<file path="config.mk">
export PLATFORM = sky130hd
export DESIGN_NAME = fpu_sideband_pipe
export DESIGN_NICKNAME = d
export VERILOG_FILES = /design/src/rtl/fpu_sideband_pipe.sv
export SDC_FILE = /design/constraint.sdc
export NUM_CORES = 1
export LEC_CHECK = 0
export BUFFER_PORTS_ARGS = -buffer_cell sky130_fd_sc_hd__buf_2
export CELL_PAD_IN_SITES_DETAIL_PLACEMENT = 0
export CELL_PAD_IN_SITES_GLOBAL_PLACEMENT = 2
export CORE_MARGIN = 3
export CORE_UTILIZATION = 32
export DETAILED_ROUTE_END_ITERATION = 8
export PLACE_DENSITY_LB_ADDON = 0.1
export SETUP_SLACK_MARGIN = 0.4
export SYNTH_ARGS = -nofsm -noshare
export SYNTH_HDL_FRONTEND = slang
export SYNTH_SLANG_ARGS = --single-unit
</file>
<file path="constraint.sdc">
create_clock -name clk -period 4.18 [get_ports clk]
set_input_delay 0.418 -clock clk [delete_from_list [all_inputs] [get_ports clk]]
set_output_delay 0.418 -clock clk [all_outputs]
set_load 0.01 [all_outputs]
</file>
<file path="src/rtl/fpu_sideband_pipe.sv">
// Sideband pipeline for the SIMD FP store/convert cluster: carries per-port opcode/valid/xsub
// through DEPTH stages, merges lane retire buses and tracks in-flight ops per port.
module fpu_sideband_pipe #(
  parameter int unsigned NCH     = 3,
  parameter int unsigned NLANE   = 2,
  parameter int unsigned DEPTH   = 3,
  parameter int unsigned OPW     = 21,
  parameter int unsigned RETW    = 14,
  parameter int unsigned SUB_BIT = 10,
  parameter int unsigned CNTW    = 4
) (
  input  logic                      clk,
  input  logic                      rst,
  input  logic [NCH-1:0]            in_en,
  input  logic [NCH*OPW-1:0]        in_op,
  input  logic [NCH-1:0]            in_xsub,
  input  logic                      flush,
  input  logic [NLANE*NCH*RETW-1:0] lane_ret,
  input  logic [NLANE*NCH-1:0]      lane_ret_en,
  output logic [NCH*OPW-1:0]        pipe_op,
  output logic [NCH-1:0]            pipe_vld,
  output logic [NCH-1:0]            sub_sel,
  output logic [NCH*RETW-1:0]       ret,
  output logic [NCH-1:0]            ret_en,
  output logic [NCH*CNTW-1:0]       inflight,
  output logic [NCH-1:0]            busy,
  output logic [NCH-1:0]            err_ovf,
  output logic [NCH-1:0]            err_unf,
  output logic [NCH-1:0]            err_conf
);

  logic clk_e;
`ifdef swapedge
  assign clk_e = ~clk;
`else
  assign clk_e = clk;
`endif

  logic [NCH*OPW-1:0] op_q   [DEPTH];
  logic [NCH-1:0]     xsub_q [DEPTH];
  logic [NCH-1:0]     vld_q  [DEPTH];

  // Payload always shifts; only the valid bits are killed by flush.
  always_ff @(posedge clk_e) begin
    if (rst) begin
      for (int unsigned k = 0; k < DEPTH; k++) begin
        op_q[k]   <= '0;
        xsub_q[k] <= '0;
        vld_q[k]  <= '0;
      end
    end else begin
      op_q[0]   <= in_op;
      xsub_q[0] <= in_xsub;
      vld_q[0]  <= flush ? '0 : in_en;
      for (int unsigned k = 1; k < DEPTH; k++) begin
        op_q[k]   <= op_q[k-1];
        xsub_q[k] <= xsub_q[k-1];
        vld_q[k]  <= flush ? '0 : vld_q[k-1];
      end
    end
  end

  assign pipe_op  = op_q[DEPTH-1];
  assign pipe_vld = vld_q[DEPTH-1];

  always_comb begin
    sub_sel = '0;
    for (int unsigned c = 0; c < NCH; c++)
      sub_sel[c] = vld_q[DEPTH-1][c] & op_q[DEPTH-1][c*OPW+SUB_BIT] & ~xsub_q[DEPTH-1][c];
  end

  // Lane buses are lane-major, so each lane slice lines up with the merged bus.
  always_comb begin
    ret    = '0;
    ret_en = '0;
    for (int unsigned l = 0; l < NLANE; l++) begin
      ret    = ret    | lane_ret[l*NCH*RETW +: NCH*RETW];
      ret_en = ret_en | lane_ret_en[l*NCH +: NCH];
    end
  end

  logic [NCH-1:0]  conf;
  logic [NCH-1:0]  seen;
  logic [RETW-1:0] first_tag [NCH];

  always_comb begin
    conf = '0;
    seen = '0;
    for (int unsigned c = 0; c < NCH; c++) begin
      first_tag[c] = '0;
      for (int unsigned l = 0; l < NLANE; l++) begin
        if (lane_ret_en[l*NCH+c]) begin
          if (!seen[c]) begin
            first_tag[c] = lane_ret[(l*NCH+c)*RETW +: RETW];
            seen[c]      = 1'b1;
          end else if (lane_ret[(l*NCH+c)*RETW +: RETW] != first_tag[c]) begin
            conf[c] = 1'b1;
          end
        end
      end
    end
  end

  logic [CNTW-1:0] cnt_q [NCH];

  always_ff @(posedge clk_e) begin
    if (rst) begin
      for (int unsigned c = 0; c < NCH; c++) cnt_q[c] <= '0;
      err_ovf  <= '0;
      err_unf  <= '0;
      err_conf <= '0;
    end else begin
      err_conf <= err_conf | conf;
      for (int unsigned c = 0; c < NCH; c++) begin
        if (flush) begin
          cnt_q[c] <= '0;
        end else begin
          case ({in_en[c], ret_en[c]})
            2'b10: begin
              if (cnt_q[c] == '1) err_ovf[c] <= 1'b1;
              else                cnt_q[c]   <= cnt_q[c] + 1'b1;
            end
            2'b01: begin
              if (cnt_q[c] == '0) err_unf[c] <= 1'b1;
              else                cnt_q[c]   <= cnt_q[c] - 1'b1;
            end
            default: cnt_q[c] <= cnt_q[c];
          endcase
        end
      end
    end
  end

  always_comb begin
    inflight = '0;
    busy     = '0;
    for (int unsigned c = 0; c < NCH; c++) begin
      inflight[c*CNTW +: CNTW] = cnt_q[c];
      busy[c]                  = |cnt_q[c];
    end
  end

endmodule
</file>
---- Word level (Yosys, flattened, before mapping) ----
Memories as Yosys holds them, arrays and structs flattened.
Index checks and enable logic that the tools add are counted.
cells by class
  bitwise operators ....................... 34
  eq/ne operators ......................... 12
  mux-type cells .......................... 87
  reductions and logical operators ........ 15
  $add $sub $neg .......................... 6
operators with widths
  kind                 count
  $mux 63              3
  $mux 1               60
  $mux 4               12
  $mux 14              3
  $ne 14x14->1         3
  $or 42x42->42        1
  $mux 3               9
  $or 1x1->1           21
  $reduce_and 3->1     6
  $add 4x1->4 const B  3
  $eq 4x4->1 const B   3
  $logic_not 4->1      3
  $reduce_or 4->1      3
  $sub 4x1->4 const B  3
  $and 1x1->1          6
  $eq 2x1->1 const B   3
  $eq 2x2->1 const B   3
  $or 3x3->3           2
  $reduce_or 2->1      3
  $not 1->1            4
word-level totals
  logic and storage cells ................. 165
  bits in writable memories ............... 219
  output and inout port bits .............. 138
  input bits .............................. 162
  register bits after elaboration ......... 9
  memories ................................ 4
memory list
  memory  depth  width  read ports  clocked after memory_dff  write ports  RTL line  source
  op_q    3      63     3           0                         3            39        logic [NCH*OPW-1:0] op_q [DEPTH];
  cnt_q   3      4      3           0                         3            104       logic [CNTW-1:0] cnt_q [NCH];
  vld_q   3      3      3           0                         3            41        logic [NCH-1:0] vld_q [DEPTH];
  xsub_q  3      3      3           0                         3            40        logic [NCH-1:0] xsub_q [DEPTH];

---- Logic depth before layout (Yosys ltp) ----
Gate-level depths: netlist of run 1.
  depth after elaboration ................. 9
  gate-level depth with buffers ........... 10
  depth with buffers taken out ............ 9

---- Worst setup path after synthesis of run 1 ----
OpenSTA, ideal clock, no wires.
  path type ............................... input to register
  start point ............................. in lane_ret_en[2]
  end point ............................... mem cnt_q[2][3] (data pin)
  data required time ...................... 3.923 ns
  setup time .............................. 0.257 ns
  setup slack ............................. 1.832 ns
  stages .................................. 10
  path buffers ............................ 1
  arrival ................................. 2.091 ns
  cells stage by stage .................... clkbuf_1 > or2_2 > ha_1 > nand3_4 > inv_1 > ha_1 > a21o_2 > a21oi_1 > xnor2_1 > nor2_2
RTL lines
  what             RTL line  source
  start, declared  19        input logic [NLANE*NCH-1:0] lane_ret_en,
  end, declared    104

==> results.md, run 1 <==
- Outcome: completed
- Clk sinks: 228
- Clk_lat worst skew: 0.51 ns
- Global route overflow: 0
- Clk buf depth: 3
- Slew Limit Fails: 0
- Residual DRC count: 0
- CTS Buf Count: 25
- Cts repair resizes: 0
- Setup ws final: 1.83 ns
- Register share of total power: 0.466
- Nets: 1237
- Core ar.: 25600 µm²
- Site Rows: 58
- CP required: 3.76 ns
- RSZ-0062 raised after global routing: no
- Die Area: 28500 µm²
- CP max-delay cell: edfxtp_1
- Worst setup path endpoint: busy[0]
- IO Pins: 300
- Crit-path max FO: 6
- Hold Fails Final Rpt: 0
- Layout fillers: 2592
- Die X: 169 µm
- Setup violations, final: 0
- Most common cell after layout, fill and taps aside: buf_2
- Setup Skew: 0.0130 ns
- Effective utilization at floorplan: 0.331
- Library cells used by synthesis: 41
- Multi-input logic area: 3060 µm²
- Post-route minimum period: 2.35 ns
- Largest stage delay, worst path: 0.52 ns
- TritonRoute pass-1 iters: 6
- Crit-path cells: inv_1 > ha_1 > or3b_1 > buf_2
- IO Port Bufs: 299
- Endpoint class of the critical path: output pin
- WP data arrival: 1.93 ns
- GRT Util Overall: 0.122
- Initial antenna violation count: 1
- Area Overhead vs Synth: 25.5%
- Worst Setup Start Kind: register
- Hold Path Depth: 2
- CTS tree: yes
- Initial DRC count: 332
- Critical path class: register to output pin
- Dpl ws: 1.61 ns
- Max-Slew Margin vs Limit: 0.296
- Vias in the first global route: 5692
- Synthesized flop and latch total: 228
- Worst Tran Pin Value: 1.06 ns
- Layout Utilization: 0.416
- Avg Cell Area, Syn: 10.2 µm²
- Root buffer cell: clkbuf_16
- HPWL after DPL: 13600 µm
- Largest net degree at the start of global routing: 110
- Seq/Total Area, Yosys: 0.552
- Setup TNS: 0 ns
- Synth Instances: 832
- Via-to-Cell Ratio: 4.27
- H-tree Lvls: 1
- Proportion of layout cells with a drive suffix above 1: 0.352
- Die Ht: 169 µm
- Post-synthesis net count: 1007
- HP Class: input pin to register
- Async SR Flop Fraction: 0
- Worst Reg-to-Reg Cells: 8
- CP bufs+invs: 2
- Post-synth EDFFs: 12
- Remaining antenna violation count: 0
- Final worst-path cycle share: 0.563
- Switching power total: 1.15 mW
- Most frequent cells in the layout: buf_2, dfxtp_1, nor2b_1
- DR vias: 6024
- Worst-path clk slew: 0.06 ns
- Power Density: 471 nW/µm²
- Clock Power Share: 0.443
- CP startpoint: cnt_q[0][0]
- Synth warnings: 0
- First-pass GRT wire length: 28900 µm
- Combinational share of power: 0.091
- # diodes: 0
- Worst R2R Setup Slack: 1.85 ns
- Postcts setup bufs: 0
- Routed len/inst: 13.1 µm
- Detailed Route WL: 18500 µm
- Top FF cell, synth: dfxtp_1
- Hold-fix buffers at CTS: 0
- FF-to-FF End: cnt_q[2][3]
- Launch point of the worst reg-to-reg path: cnt_q[2][0]
- Routability cong.: 0.746
- Crit path max-delay family: flip-flops
- Fmax: 425 MHz
- Critical Path Stages: 4
- Seq. cell area: 4680 µm²
- Switch share: 0.230
- Max_cap viols: 0
- Internal power: 3.86 mW
- Leak pwr: 4.72 nW
- Worst vdd ir: 318 µV
- Post-Syn Area: 8480 µm²
==> metrics by stage <==
step / cell area, µm² / std cells / total power, mW / hold slack (ns)
2_1_floorplan: 8480 / 832 / 2.65 / 0.406
3_3_place_gp: 9790 / 1365 / 2.85 / 0.408
3_5_place_dp: 9790 / 1365 / 2.85 / 0.416
4_1_cts: 10600 / 1411 / 5.10 / 0.0859
5_1_grt: 10600 / 1411 / 5.26 / 0.0936
6_report: 10600 / 1411 / 5.02 / 0.112
==> synthesized netlist by cell type, drive strengths merged (3+ instances only) <==
master	n	area, µm²
dfxtp	216	4320
nor2b	198	1240
buf	72	524
nor2	52	205
nand4	40	250
inv	33	124
or2	28	175
clkbuf	25	93.8
xnor2	19	166
o21a	18	135
o311ai	18	158
nand2	14	52.6
a21oi	12	60.1
edfxtp	12	360
ha	12	150
o21ai	10	53.8
nand3	9	57.6
and2	8	50.1
a221oi	5	43.8
and3	4	25.0
nor3b	4	30.0
nor3	3	15.0
o41a	3	33.8
==> worst min path at each step <==
stage	startpoint	endpoint	slack (ns)
2_1_floorplan	vld_q[0][0]	vld_q[0][3]	0.41
3_3_place_gp	vld_q[0][1]	vld_q[0][4]	0.41
3_5_place_dp	vld_q[0][4]	vld_q[0][7]	0.42
4_1_cts	in_op[53]	op_q[0][53]	0.09
5_1_grt	in_op[53]	op_q[0][53]	0.09
6_report	in_op[53]	op_q[0][53]	0.11
==> sequential cells by signal, summed over array words and instances (netlist names) <==
name      flops
err_unf       3
xsub_q        9
op_q        189
err_ovf       3
vld_q         9
err_conf      3
cnt_q        12
==> power by group through the flow <==
| stage | clock, mW | combinational, mW | sequential (mW) |
|---|---|---|---|
| after global routing | 2.40 | 0.513 | 2.35 |
| after floorplan | 0 | 0.263 | 2.38 |
| final | 2.22 | 0.455 | 2.34 |
| after CTS | 2.30 | 0.465 | 2.34 |
| after detailed placement | 0 | 0.462 | 2.39 |
| after global placement | 0 | 0.465 | 2.39 |
==> cells by family (layout without fill, tap and decap cells) <==
group,count (synthesis),after routing,synth area share
DFF,228,228,0.552
AOI/OAI and AO/OA,74,74,0.0646
and+or+nand+nor,366,366,0.254
adders and majority gates,13,13,0.0201
xor gates and xnor gates,21,21,0.0217
buffers and inverters,130,379,0.0875
==> routing by layer <==
metal | vias up | global-route usage | part of all wire
li1 | 3132 | - | -
met5 | - | 0 | 0.00070
met1 | 2655 | 0.154 | 0.43
met2 | 203 | 0.204 | 0.47
met4 | 2 | 0.0285 | 0.017
met3 | 32 | 0.0418 | 0.088
==> final cells by class <==
type | count | area share
Clock inverter | 14 | 0.0128
Clock buffer | 32 | 0.0679
Multi-Input combinational cell | 474 | 0.287
Timing Repair Buffer | 300 | 0.142
Tap cell | 330 | 0.0388
Inverter | 33 | 0.0116
Sequential cell | 228 | 0.440
Power figures use the tool's default switching activity.
==> run 2: changes to the inputs <==
--- a/config.mk
+++ b/config.mk
@@ -9,7 +9,7 @@
 export CELL_PAD_IN_SITES_DETAIL_PLACEMENT = 0
 export CELL_PAD_IN_SITES_GLOBAL_PLACEMENT = 2
 export CORE_MARGIN = 3
-export CORE_UTILIZATION = 32
+export CORE_UTILIZATION = 30
 export DETAILED_ROUTE_END_ITERATION = 8
 export PLACE_DENSITY_LB_ADDON = 0.1
 export SETUP_SLACK_MARGIN = 0.4
==> constraint.sdc (replaced) <==
create_clock -name clk -period 2.4 [get_ports clk]
set_input_delay 0.24 -clock clk [delete_from_list [all_inputs] [get_ports clk]]
set_output_delay 0.24 -clock clk [all_outputs]
set_load 0.01 [all_outputs]
==> results.md, run 2 (synthesis results as in run 1) <==
- Outcome: completed
- Biggest register: op_q
- Max_cap viols: 0 (unchanged)
- Hold Fails Final Rpt: 0 (unchanged)
- RSZ-0062 raised after global routing: yes
- Endpoint class of the critical path: register
- Site Rows: 60 (+3.4%)
- DR vias: 6374 (+5.8%)
- Setup Skew: 0.0201 ns (+0.00710 ns)
- Core ar.: 27400 µm² (+7.0%)
- Largest net degree at the start of global routing: 211 (+92%)
- TritonRoute pass-1 iters: 4 (-2)
- CP required: 2.65 ns (-1.11 ns)
- Setup violations, final: 0 (unchanged)
- Power Density: 747 nW/µm² (+59%)
- Worst Tran Pin Value: 0.955 ns (-0.102 ns)
- Post-route minimum period: 2.04 ns
- Placed insts: 1412 (+3.4%)
- Worst vdd ir: 418 µV (+32%)
- First-pass GRT wire length: 32300 µm (+12%)
- Largest register FFs: 189 (unchanged)
- Crit-path max FO: 2 (-4)
- Launch point of the worst reg-to-reg path: cnt_q[2][1]
- Max-Slew Margin vs Limit: 0.364 (+0.0678)
- CTS tree: yes
- HPWL after DPL: 14300 µm (+5.3%)
- Die Ht: 174 µm (+3.2%)
- Slew Limit Fails: 0 (unchanged)
- Area Overhead vs Synth: 36.6%
- Crit-path cells: or4_4 > nand3_4 > inv_4 > ha_4 > a21o_2 > a21oi_2 > xnor2_1 > nor2_2
- Die X: 174 µm (+3.2%)
- Via-to-Cell Ratio: 4.13 (-3.3%)
- Worst Setup Start Kind: register
- CP max-delay cell: or4_4
- CP startpoint: cnt_q[2][1]
- Routed len/inst: 13.0 µm (-0.73%)
- # diodes: 0 (unchanged)
- H-tree Lvls: 1 (unchanged)
- Leak pwr: 5.07 nW (+7.6%)
- Most frequent cells in the layout: buf_2, dfxtp_1, nor2b_1
- Initial antenna violation count: 0 (-1)
- Clk buf depth: 3 (unchanged)
- Clk sinks: 228 (unchanged)
- Hold_sp: in_en[1]
- Layout fillers: 2775 (+7.1%)
- Most common cell after layout, fill and taps aside: buf_2
- Proportion of layout cells with a drive suffix above 1: 0.352 (about the same)
- CTS Buf Count: 25 (unchanged)
- Non-filler instance count after layout: 1544 (+9.4%)
- IO Pins: 300 (unchanged)
- Residual DRC count: 0 (unchanged)
- Clk_lat worst skew: 0.51 ns (about the same)
- Worst-path clk slew: 0.06 ns (about the same)
- Nets: 1329 (+7.4%)
- Detailed Route WL: 20100 µm (+8.6%)
- Fmax: 490 MHz
- Remaining antenna violation count: 0 (unchanged)
- Global route overflow: 0 (unchanged)
- Vias in the first global route: 6278 (+10%)
- Final worst-path cycle share: 0.850
- Routability cong.: 0.785 (+5.2%)
- Initial DRC count: 285 (-14%)
- Largest stage delay, worst path: 0.57 ns (+0.05 ns)
- Root buffer cell: clkbuf_16
- GRT Util Overall: 0.128 (+0.00585)
- IO Port Bufs: 299 (unchanged)
- Critical path class: register to register
- WP data arrival: 2.29 ns (+0.36 ns)
- HP Class: input pin to register
- Top flop regs: op_q x189, cnt_q x12
- Effective utilization at floorplan: 0.310 (-0.0216)
- Setup TNS: 0 ns (unchanged)
- Die Area: 30300 µm² (+6.4%)
==> run 2: changes by cell type in the layout (fill, tap and decap cells not counted), sizes merged <==
cell / change
bufinv: -2
buf: +24
clkinvlp: +2
dlygate4sd3: +68
clkbuf: +6
clkinv: -5
inv: -2
==> run 2: layer usage <==
| layer | part of all wire | up-vias | GRT usage |
|---|---|---|---|
| li1 | - | 3316 | - |
| met1 | 0.45 | 2832 | 0.167 |
| met2 | 0.46 | 203 | 0.207 |
| met3 | 0.085 | 23 | 0.0439 |
| met4 | 0.013 | 0 | 0.0278 |
| met5 | 0 | - | 0 |
==> run 2: repair_timing <==
action / 4_1_cts / 5_1_grt
hold endpoints to repair: 68 / 0
hold buffers: 68 / 0
buffers inserted: 13 / 6
setup endpoints to repair: 16 / 17
pin swaps: 5 / 5
resized for setup: 7 / 12
==> run 2: power breakdown <==
part | internal, mW | switching, mW
registers | 4.00 | 0.0648
clock network | 2.11 | 1.49
logic | 0.517 | 0.474
total | 6.63 | 2.03
==> run 2: worst paths after layout <==
| path | slack [ns] | endpoint | depth (start not counted) |
|---|---|---|---|
| worst min-delay path | 0.05 | vld_q[0][1] | 3 |
| worst min register to register | 0.43 | vld_q[0][3] | 1 |
| worst max-delay path | 0.36 | cnt_q[2][3] | 8 |
| worst max register to register | 0.36 | cnt_q[2][3] | 8 |
==> run 2: layout make-up <==
type | count | area (µm²) | share of cell area
clock buffers | 38 | 734 | 0.0634
multi-input cells | 474 | 3130 | 0.270
flip-flops and latches | 228 | 4680 | 0.404
well taps | 372 | 465 | 0.0402
clock inverters | 7 | 51.3 | 0.00443
repair buffers | 392 | 2400 | 0.207
inverters | 33 | 126 | 0.0109
==> run 2: critical path, delay by kind of cell, from the launching register on <==
kind | cells | cell delay (ns)
adders and majority gates | 1 | 0.20
xor gates and xnor gates | 1 | 0.14
DFF | 1 | 0.39
buffers and inverters | 1 | 0.05
and+or+nand+nor | 3 | 0.70
AOI/OAI and AO/OA | 2 | 0.32
==> run 2: stage by stage <==
stage	instance area (µm²)	power (mW)	utilization	worst slack, ns	hold slack (ns)
after floorplan	8500	4.61	-	0.237	0.368
after global placement	9910	4.98	0.362	0.231	0.410
after detailed placement	9910	4.98	0.362	0.197	0.410
after CTS	11500	8.79	0.419	0.333	0.0115
after global routing	11600	9.11	0.423	0.304	0.0388
final	11600	8.65	0.423	0.359	0.0460
==> run 3: changes to the inputs <==
--- a/config.mk
+++ b/config.mk
@@ -10,9 +10,9 @@
 export CELL_PAD_IN_SITES_GLOBAL_PLACEMENT = 2
 export CORE_MARGIN = 3
 export CORE_UTILIZATION = 30
+export CTS_CLUSTER_DIAMETER = 30
 export DETAILED_ROUTE_END_ITERATION = 8
 export PLACE_DENSITY_LB_ADDON = 0.1
-export SETUP_SLACK_MARGIN = 0.4
 export SYNTH_ARGS = -nofsm -noshare
 export SYNTH_HDL_FRONTEND = slang
 export SYNTH_SLANG_ARGS = --single-unit
==> results.md, run 3 (synthesis results as in run 1) <==
- Layout fillers: 2662 (-4.1%)
- Worst-path clk slew: 0.04 ns (-0.02 ns)
- CTS Buf Count: 49 (+96%)
- First-pass GRT wire length: 32900 µm (+1.8%)
- Placed insts: 1414 (+0.14%)
- Vias in the first global route: 6575 (+4.7%)
- Initial antenna violation count: 2 (+2)
- WHS: 0.0434 ns (-0.00257 ns)
- TritonRoute pass-1 iters: 4 (unchanged)
- Most common cell after layout, fill and taps aside: buf_2
- Max-Slew Margin vs Limit: 0.320 (-0.0438)
- Worst vdd ir: 445 µV (+6.6%)
- Hold Path Depth: 3 (unchanged)
- Outcome: completed
- Root buffer cell: clkbuf_16
- Max_cap viols: 0 (unchanged)
- CP startpoint: cnt_q[2][3]
- Final worst-path cycle share: 0.929 (+0.0791)
- Clk_lat worst skew: 0.53 ns (+0.02 ns)
- Post-route minimum period: 2.23 ns (+0.190 ns)
- Nets: 1336 (+0.53%)
- Core ar.: 27400 µm² (unchanged)
- IO Port Bufs: 299 (unchanged)
- WP data arrival: 2.50 ns (+0.21 ns)
- FF-to-FF End: cnt_q[2][3]
- Proportion of layout cells with a drive suffix above 1: 0.359 (+0.00703)
- Effective utilization at floorplan: 0.310 (unchanged)
- Launch point of the worst reg-to-reg path: cnt_q[2][3]
- Residual DRC count: 0 (unchanged)
- H-tree Lvls: 2 (+1)
- CP required: 2.67 ns (+0.02 ns)
- GRT Util Overall: 0.131 (+0.00306)
- Area Overhead vs Synth: 45.4%
- Setup violations, final: 0 (unchanged)
- Setup TNS: 0 ns (unchanged)
- Routability cong.: 0.770 (-1.9%)
- Fmax: 448 MHz (-8.5%)
- Crit-path cells: or4_4 > nand3_4 > inv_1 > ha_1 > a21o_2 > a21oi_1 > xnor2_1 > nor2_2
- Site Rows: 60 (unchanged)
- Clk buf depth: 3 (unchanged)
- Final Cell Area: 12300 µm² (+6.5%)
- Most frequent cells in the layout: buf_2, dfxtp_1, nor2b_1
- DR vias: 6455 (+1.3%)
- Initial DRC count: 271 (-4.9%)
- Largest register FFs: 189 (unchanged)
- Routed len/inst: 12.8 µm (-1.3%)
- Setup Skew: 0.0152 ns (-0.00492 ns)
- Biggest register: op_q
- Clk sinks: 228 (unchanged)
- Die Ht: 174 µm (unchanged)
- Largest stage delay, worst path: 0.55 ns (-0.02 ns)
- Remaining antenna violation count: 0 (unchanged)
- Worst Tran Pin Value: 1.02 ns (+0.0657 ns)
- Power Density: 956 nW/µm² (+28%)
- CP max-delay cell: or4_4
- Worst Reg-to-Reg Cells: 8 (unchanged)
- Die Area: 30300 µm² (unchanged)
- HPWL after DPL: 14400 µm (+0.65%)
- RSZ-0062 raised after global routing: no
- Via-to-Cell Ratio: 4.10 (-0.72%)
- Placement Cell Area: 9910 µm² (about the same)
- Detailed Route WL: 20200 µm (+0.66%)
- Die X: 174 µm (unchanged)
- Crit-path max FO: 4 (+2)
- HP Class: input pin to register
- Slew Limit Fails: 0 (unchanged)
- Global route overflow: 0 (unchanged)
- Hold Fails Final Rpt: 0 (unchanged)
- Worst setup path endpoint: cnt_q[2][3]
- Worst Setup Start Kind: register
- Non-filler instance count after layout: 1575 (+2.0%)
- IO Pins: 300 (unchanged)
- Endpoint class of the critical path: register
- Critical path class: register to register
- CTS tree: yes
- Largest net degree at the start of global routing: 211 (unchanged)
- Layout Utilization: 0.450 (+0.0274)
- Leak pwr: 5.46 nW (+7.7%)
- Worst R2R Setup Slack: 0.17 ns (-0.19 ns)
- Top flop regs: op_q x189, cnt_q x12
- Postcts setup bufs: 0 (-13)
run 3: metrics by stage:
stage / power [mW] / worst slack, ns
2_1_floorplan: 4.61 / 0.128
6_report: 11.8 / 0.170
3_3_place_gp: 4.98 / 0.165
5_1_grt: 12.3 / 0.0791
4_1_cts: 12.0 / 0.171
3_5_place_dp: 4.98 / 0.185
run 3: power by group:
part	leakage, nW	switching, mW	internal [mW]
clock	0.858	2.13	4.68
combinational	2.70	0.450	0.460
sequential	1.91	0.0677	4.01
run 3: area by class of cell:
type,instances,area [µm²],share of cell area
Sequential cell,228,4680,0.380
Multi-Input combinational cell,474,3060,0.248
Timing Repair Buffer,375,2260,0.183
Clock buffer,63,1400,0.113
Tap cell,372,465,0.0377
Clock inverter,29,347,0.0281
Inverter,33,124,0.0100
Antenna cell,1,2.50,0.000203
run 3: routing by layer:
layer,wire length [µm],vias to the layer above,GRT usage
met1,8950,2829,0.164
met5,13,-,0
met2,8840,240,0.202
met4,331,2,0.0409
met3,2100,28,0.0601
li1,-,3356,-
run 3: worst min path at each step:
stage | startpoint | endpoint | slack [ns]
after floorplan | in_op[0] | op_q[0][0] | 0.37
after global placement | vld_q[0][0] | vld_q[0][3] | 0.41
after detailed placement | vld_q[0][3] | vld_q[0][6] | 0.41
after CTS | in_en[1] | vld_q[0][1] | 0.01
after global routing | in_en[1] | vld_q[0][1] | 0.04
final | in_en[1] | vld_q[0][1] | 0.04
run 3: worst max-delay path: cells and delay by family (launching register included):
family | cells | cell delay [ns]
AOI/OAI and AO/OA | 2 | 0.34
xor gates and xnor gates | 1 | 0.16
adders and majority gates | 1 | 0.26
buffers and inverters | 1 | 0.06
DFF | 1 | 0.43
and+or+nand+nor | 3 | 0.72
run 3: timing repair:
action                    4_1_cts  5_1_grt
hold buffers                   68        0
resized for setup               0        0
hold endpoints to repair       68        0
